--- src/rtl/ysyx_210544_intr_ctrl.sv ---
// Machine-timer interrupt controller that sits downstream of the CLINT.
// It waits for a commit boundary before raising a trap request, and blocks new requests until mret.
module ysyx_210544_intr_ctrl #(
    parameter logic [63:0] CAUSE_MTI = 64'h8000_0000_0000_0007
) (
    input  logic        clk,
    input  logic        rst,
    input  logic        i_mtime_overflow,
    input  logic        i_csr_mstatus_mie,
    input  logic        i_csr_mie_mtie,
    input  logic        i_inst_commit,
    input  logic [63:0] i_commit_next_pc,
    input  logic        i_trap_ack,
    input  logic        i_mret,
    output logic        o_mip_mtip,
    output logic        o_trap_req,
    output logic [63:0] o_trap_cause,
    output logic [63:0] o_trap_epc,
    output logic        o_in_service,
    output logic [31:0] o_intr_count
);

    typedef enum logic [1:0] {
        IDLE  = 2'd0,
        ARMED = 2'd1,
        REQ   = 2'd2,
        INSVC = 2'd3
    } state_t;

    state_t      state;
    logic [63:0] epc_q;
    logic [31:0] count_q;
    logic        pend;

    // Pending uses the registered mtip, so the overflow needs two cycles to reach ARMED.
    assign pend         = o_mip_mtip & i_csr_mstatus_mie & i_csr_mie_mtie;
    assign o_intr_count = count_q;

    always_ff @(posedge clk) begin
        if (rst) begin
            state        <= IDLE;
            o_mip_mtip   <= 1'b0;
            o_trap_req   <= 1'b0;
            o_trap_cause <= 64'd0;
            o_trap_epc   <= 64'd0;
            o_in_service <= 1'b0;
            epc_q        <= 64'd0;
            count_q      <= 32'd0;
        end else begin
            o_mip_mtip <= i_mtime_overflow;
            case (state)
                IDLE: begin
                    if (pend) begin
                        state <= ARMED;
                    end
                end
                ARMED: begin
                    // Losing the enable wins over a coincident commit.
                    if (!pend) begin
                        state <= IDLE;
                    end else if (i_inst_commit) begin
                        state        <= REQ;
                        epc_q        <= i_commit_next_pc;
                        o_trap_req   <= 1'b1;
                        o_trap_cause <= CAUSE_MTI;
                        o_trap_epc   <= i_commit_next_pc;
                    end
                end
                REQ: begin
                    // Once committed, the request ignores enable and mtip changes.
                    if (i_trap_ack) begin
                        state        <= INSVC;
                        o_trap_req   <= 1'b0;
                        o_trap_cause <= 64'd0;
                        o_trap_epc   <= 64'd0;
                        o_in_service <= 1'b1;
                        if (count_q != 32'hFFFF_FFFF) begin
                            count_q <= count_q + 32'd1;
                        end
                    end
                end
                INSVC: begin
                    if (i_mret) begin
                        state        <= IDLE;
                        o_in_service <= 1'b0;
                    end
                end
                default: begin
                    state <= IDLE;
                end
            endcase
        end
    end

endmodule

--- config.mk ---
export PLATFORM = sky130hd
export DESIGN_NAME = ysyx_210544_intr_ctrl
export DESIGN_NICKNAME = d
export VERILOG_FILES = /design/src/rtl/ysyx_210544_intr_ctrl.sv
export SDC_FILE = /design/constraint.sdc
export NUM_CORES = 1
export LEC_CHECK = 0
export ABC_AREA = 1
export CAP_MARGIN = 30
export CELL_PAD_IN_SITES_DETAIL_PLACEMENT = 1
export CELL_PAD_IN_SITES_GLOBAL_PLACEMENT = 2
export CORE_UTILIZATION = 19
export CTS_BUF_LIST = sky130_fd_sc_hd__clkbuf_16
export DETAILED_ROUTE_END_ITERATION = 6
export PLACE_DENSITY_LB_ADDON = 0.1
export SYNTH_ARGS = -nofsm -noshare
export SYNTH_HDL_FRONTEND = slang
export SYNTH_SLANG_ARGS = --single-unit
--- constraint.sdc ---
create_clock -name clk -period 1.57 [get_ports clk]
set_clock_uncertainty 0.05 [all_clocks]
set_input_delay 0.2355 -clock clk [delete_from_list [all_inputs] [get_ports clk]]
set_output_delay 0.2355 -clock clk [all_outputs]
set_load 0.02 [all_outputs]
==> results.sh, run 1 <==
export IMPL_core_area_um2=26400
export IMPL_maxCapViolCount=0
export IMPL_ctsRootBufferMaster="clkbuf_16"
export IMPL_nets=1089
export IMPL_io_pins=235
export IMPL_syn_area_um2=5160
export IMPL_status="complete, but fails checks"
export IMPL_crit_start="o_intr_count[0]"
export IMPL_syn2layout_area_growth_pct=66.4
export IMPL_synth_commonest_cells="nand2_1, dfxtp_1, a21oi_1"
export IMPL_grt_pass1_vias=5519
export IMPL_post_drt_wl_per_cell_um=14.9
export IMPL_dp_hpwl_mm=14.9
export IMPL_overflow=0
export IMPL_p_per_area_nw_per_um2=636
export IMPL_vias_per_cell=3.97
export IMPL_detail_route_iter0_violations=149
export IMPL_worstReg2RegStart="o_intr_count[0]"
export IMPL_dp_cells=1323
export IMPL_hp_class="primary input to flip-flop"
export IMPL_rsz0062_at_grt="yes"
export IMPL_timing_hold_worst_start="rst"
export IMPL_startpoint_type="flip-flop"
export IMPL_holdBufCountCts=0
export IMPL_h_tree_depth=3
export IMPL_netSwitchingFraction_pct=28.2
export IMPL_cts_tree="done"
export IMPL_finalCritPeriodShare_pct=102
export IMPL_slew_viol_final=0
export IMPL_ir_drop_mv=0.479
export IMPL_synth_edf_count=0
export IMPL_switchingPower_uw=1540
export IMPL_grt_busiest_layer="met2"
export IMPL_gp_congestion=0.749
export IMPL_cts_buffer_depth=2
export IMPL_clock_latency_ps=370
export IMPL_routed_wl_mm=20.3
export IMPL_slowest_stage="dfxtp_4"
export IMPL_postLayoutCellArea_um2=8590
export IMPL_rows=59
export IMPL_crit_family="simple AND/OR/NAND/NOR gates"
export IMPL_firstDrtPassIters=4
export IMPL_setup_tns_final_ps=-148
export IMPL_worst_slack_ps=-32.9
export IMPL_die_w_um=167
export IMPL_drt_antenna_violating_nets=0
export IMPL_yosysTopAreaCellShare_pct=39.2
export IMPL_crit_buf_inv=2
export IMPL_cts_sinks=101
export IMPL_arrival_ps=1790
export IMPL_seq_area_um2=2070
export IMPL_violations="setup timing"
export IMPL_syn_avg_cell_area_um2=6.85
export IMPL_grt_usage_pct=14.4
export IMPL_grtUsageMet3_pct=6.06
export IMPL_synth_area_top_cells="dfxtp_1, nand2_1, buf_4"
export IMPL_final_cells=1356
export IMPL_antenna_cells=0
export IMPL_clk_pin_slew_ps=80
export IMPL_ys_warn_count=0
export IMPL_worstSetupPathType="flip-flop to flip-flop"
export IMPL_path_cells="ha_4 -> nand2_4 -> nor2_4 -> nand2_4 -> nor2_4 -> nand2_4 -> nand2_8 -> inv_8 -> clkbuf_16 -> nand2_2 -> a21oi_2"
export IMPL_synthFlopType="dfxtp_1"
export IMPL_crit_fanout=7
export IMPL_yosysMostFrequentCell="nand2_1"
export IMPL_intPower_uw=3920
export IMPL_syn_inst=753
export IMPL_rrSetupSlack_ps=-30
export IMPL_synthArstFlopShare_pct=0
export IMPL_grt_max_degree=43
export IMPL_finalHoldViolations=0
export IMPL_cp_common_cell="nand2_4"
export IMPL_share_seq_of_total_power_pct=47.2
export IMPL_netlist_cell_type_count=29
export IMPL_dieArea_um2=27800
export IMPL_grt_util_met1_pct=16.7
export IMPL_numCtsBuffers=9
export IMPL_portBuffers=174
export IMPL_cp_end_kind="flip-flop"
export IMPL_p_comb_share_pct=9.6
export IMPL_ys_ff_latch=101
export IMPL_synth_seq_area_share_pct=39.2
export IMPL_setup_viol=11
export IMPL_period_needed_ps=1600
export IMPL_grt_use_met2_pct=24.4
export IMPL_antenna_found_initial=1
export IMPL_drive_gt1_share_pct=27.2
export IMPL_fill_cells=3251
export IMPL_placed_cell_area_um2=7750
export IMPL_power_leakage_uw=0.00384
export IMPL_die_y_um=167
export IMPL_vias=5387
export IMPL_start_util_pct=19.6
export IMPL_synth_top_cell_by_area="dfxtp_1"
export IMPL_route_detailed_drc=0
export IMPL_clockPowerShare_pct=43.1
export IMPL_multi_input_area_um2=2920
export IMPL_fmax_mhz=624
export IMPL_grt_pass1_wl_mm=30.9
export IMPL_required_ps=1760
export IMPL_max_stage_delay_ps=370
[worst paths after layout]
kind | endpoint | cells after the start
hold / removal | o_intr_count[19] | 2
hold reg to reg | o_trap_epc[5] | 2
setup / recovery | o_intr_count[10] | 11
setup reg to reg | o_intr_count[10] | 11
[layer usage]
metal / part of all wire, % / vias up
met5: 0.059 / -
li1: - / 2755
met3: 8.0 / 13
met4: 0.83 / 2
met2: 49 / 129
met1: 43 / 2488
[kinds of logic after synthesis]
family / count (synthesis) / share of synthesized area (%)
DFF: 101 / 39.2
AOI/OAI and AO/OA: 95 / 9.79
xor gates and xnor gates: 13 / 2.21
buffers and inverters: 140 / 16.4
adders and majority gates: 1 / 0.242
other: 1 / 0.0727
and+or+nand+nor: 402 / 32.1
[power groups by stage]
stage	sequential, uW	combinational (uW)	clock (uW)
after floorplan	2650	335	0
final	2580	526	2360
after global placement	2640	512	0
after CTS	2580	508	2490
after global routing	2590	568	2570
after detailed placement	2640	512	0
[cells in the final DEF, fill, tap and decap left out, types with 24 or more instances in the layout]
cell and n:
nand2_1 226, dlygate4sd2_1 99, buf_4 91, a21oi_1 76, dfxtp_1 72, clkdlybuf4s50_1 68
conb_1 60, nor2_1 50, inv_1 43, nand2_2 42, dfxtp_2 24
[what timing repair did]
action	in CTS	in global routing
endpoints found under the setup margin	177	81
resized for setup	128	117
pin swaps	7	27
gates cloned	0	4
buffers inserted	8	6
[stage by stage]
| step | total power, uW | hold slack, ps | worst slack [ps] | util (%) |
|---|---|---|---|---|
| after global placement | 3160 | 399 | -273 | 29.4 |
| after global routing | 5720 | 150 | -89.4 | 32.6 |
| after detailed placement | 3160 | 403 | -317 | 29.4 |
| final | 5470 | 145 | -32.9 | 32.6 |
| after CTS | 5580 | 127 | -87.0 | 30.5 |
| after floorplan | 2990 | 292 | 1.46 | - |
[registers in the layout, indices dropped and copies added, names as in the netlist, named ones only]
name          flops
o_trap_epc       64
o_trap_cause      1
o_intr_count     32
o_mip_mtip        1
o_in_service      1
state             1
[final cells by class]
cell class | instances | area share (%)
multi-input combinational | 571 | 34.0
tap | 335 | 4.88
timing repair buffer | 287 | 31.6
clock inverter | 7 | 0.743
clock buffer | 9 | 2.62
inverter | 46 | 2.13
sequential | 101 | 24.1
[worst reg2reg max path, delay by kind of cell (launching register included)]
family,cells,cell delay (ps)
simple gates,7,650
flops,1,370
buf+inv,2,210
fa+ha+maj,1,150
compound gates,1,40
Note: power is estimated with default switching activity, not from simulation.
==> inputs of run 2 (changes only) <==
==> constraint.sdc (replaced) <==
create_clock -name clk -period 1.57 [get_ports clk]
set_clock_uncertainty 0.05 [all_clocks]
set_input_delay 0.2355 -clock clk [delete_from_list [all_inputs] [get_ports clk]]
set_output_delay 0.2355 -clock clk [all_outputs]
set_load 0.1 [all_outputs]
==> results.sh, run 2 (synthesis gave the netlist of run 1 again) <==
export IMPL_status="complete, but fails checks"
export IMPL_violations="setup timing"
export IMPL_slew_viol_final=0
export IMPL_period_needed_ps=1610
export IMPL_largest_register_ffs=64
export IMPL_finalHoldViolations=0
export IMPL_post_drt_wl_per_cell_um=15.9
export IMPL_grt_pass1_wl_mm=32.3
export IMPL_nets=1071
export IMPL_ir_drop_mv=0.387
export IMPL_rrSetupSlack_ps=-40
export IMPL_dp_hpwl_mm=15.6
export IMPL_h_tree_depth=3
export IMPL_fmax_mhz=620
export IMPL_placed_cell_area_um2=8670
export IMPL_holdWs_ps=329
export IMPL_finalCritPeriodShare_pct=103
export IMPL_rows=59
export IMPL_grt_max_degree=72
export IMPL_top_register="o_trap_epc"
export IMPL_required_ps=1810
export IMPL_drt_antenna_violating_nets=0
export IMPL_hp_class="primary input to flip-flop"
export IMPL_io_pins=235
export IMPL_setup_tns_final_ps=-672
export IMPL_rsz0062_at_grt="yes"
export IMPL_core_area_um2=26400
export IMPL_numCtsBuffers=9
export IMPL_p_total_uw=6060
export IMPL_max_stage_delay_ps=360
export IMPL_ctsRootBufferMaster="clkbuf_16"
export IMPL_p_per_area_nw_per_um2=636
export IMPL_arrival_ps=1850
export IMPL_routed_wl_mm=21.3
export IMPL_slowest_stage="dfxtp_4"
export IMPL_overflow=0
export IMPL_die_w_um=167
export IMPL_path_cells="buf_4 -> nand2_1 -> nor2_4 -> nand2_1 -> buf_4 -> xnor2_2 -> nand2_4 -> a21oi_2"
export IMPL_grt_usage_pct=14.9
export IMPL_final_cell_mix="nand2_1, buf_12, a21oi_1"
export IMPL_dieArea_um2=27800
export IMPL_route_detailed_drc=0
export IMPL_portBuffers=174
export IMPL_clock_latency_ps=360
export IMPL_grt_pass1_vias=5907
export IMPL_antenna_found_initial=2
export IMPL_drive_gt1_share_pct=33.9
export IMPL_worstSetupPathType="flip-flop to flip-flop"
export IMPL_detail_route_iter0_violations=149
export IMPL_start_util_pct=19.6
export IMPL_die_y_um=167
export IMPL_postLayoutCellArea_um2=9520
export IMPL_vias=5506
export IMPL_syn2layout_area_growth_pct=84.4
export IMPL_maxCapViolCount=0
export IMPL_setup_viol=27
export IMPL_power_leakage_uw=0.00367
export IMPL_vias_per_cell=4.11
export IMPL_gp_congestion=0.762
export IMPL_cts_tree="done"
export IMPL_cp_end_kind="flip-flop"
export IMPL_worst_slack_ps=-43.8
export IMPL_firstDrtPassIters=4
export IMPL_layout_commonest_cell="nand2_1"
export IMPL_holdBufCountCts=0
export IMPL_cts_buffer_depth=2
export IMPL_startpoint_type="flip-flop"
export IMPL_crit_fanout=5
export IMPL_cts_sinks=101
export IMPL_clk_pin_slew_ps=80
export IMPL_fin_util_pct=36.1
[run 2: changes by cell type in the layout (fill, tap and decap cells not counted), moves of 15 or more]
cell,change
dlygate4sd2_1,-99
nand2_2,-15
dfxtp_4,+23
buf_12,+100
dfxtp_2,-16
buf_4,-18
nand2_1,+18
[run 2: per-stage QoR]
step,worst slack (ps),cells
after floorplan,-198,812
after global placement,-243,1301
after detailed placement,-288,1301
after CTS,-82.3,1330
after global routing,-142,1338
final,-43.8,1339
[run 2: metal layers]
metal / wire [um] / share of wire [%] / vias to the layer above / GRT usage (%)
li1: - / - / 2720 / -
met1: 8390 / 39 / 2623 / 16.1
met2: 11000 / 52 / 146 / 27.0
met3: 1640 / 7.7 / 15 / 5.94
met4: 226 / 1.1 / 2 / 3.74
met5: 13 / 0.061 / - / 0
[run 2: where the power goes]
| part | total [uW] | switching (uW) | internal, uW | leakage [uW] |
|---|---|---|---|---|
| combinational | 1110 | 857 | 248 | 0.00268 |
| clock | 2400 | 1140 | 1260 | 0.000146 |
| sequential | 2550 | 20.2 | 2530 | 0.000840 |
[run 2: path summary, 6_finish.rpt]
check / from / to / cells past startpoint
worst max register to register: o_intr_count[1] / o_intr_count[7] / 8
worst min register to register: o_trap_epc[14] / o_trap_epc[14] / 2
worst min-delay path: rst / o_intr_count[19] / 3
worst max-delay path: o_intr_count[1] / o_intr_count[7] / 8
[run 2: layout make-up]
cell class                 instances  area [um2]
antenna                            1        2.50
clock buffer                       9         225
clock inverter                     7        78.8
fill                            3099       16800
inverter                          46         183
multi-input combinational        571        2780
sequential                       101        2140
tap                              335         419
timing repair buffer             269        3690
[run 2: critical path, delay by kind of cell (launching register included)]
family | cells | cell delay (ps)
XOR/XNOR | 1 | 190
AO/OA/AOI/OAI | 1 | 120
flip-flops | 1 | 360
buffers and inverters | 2 | 310
AND/OR/NAND/NOR | 4 | 520
[run 2: what timing repair did]
action	in CTS	in global routing
resized for setup	36	55
pin swaps	13	23
hold endpoints to repair	0	0
setup buffers	11	7
setup endpoints to repair	40	88
cloned	3	4
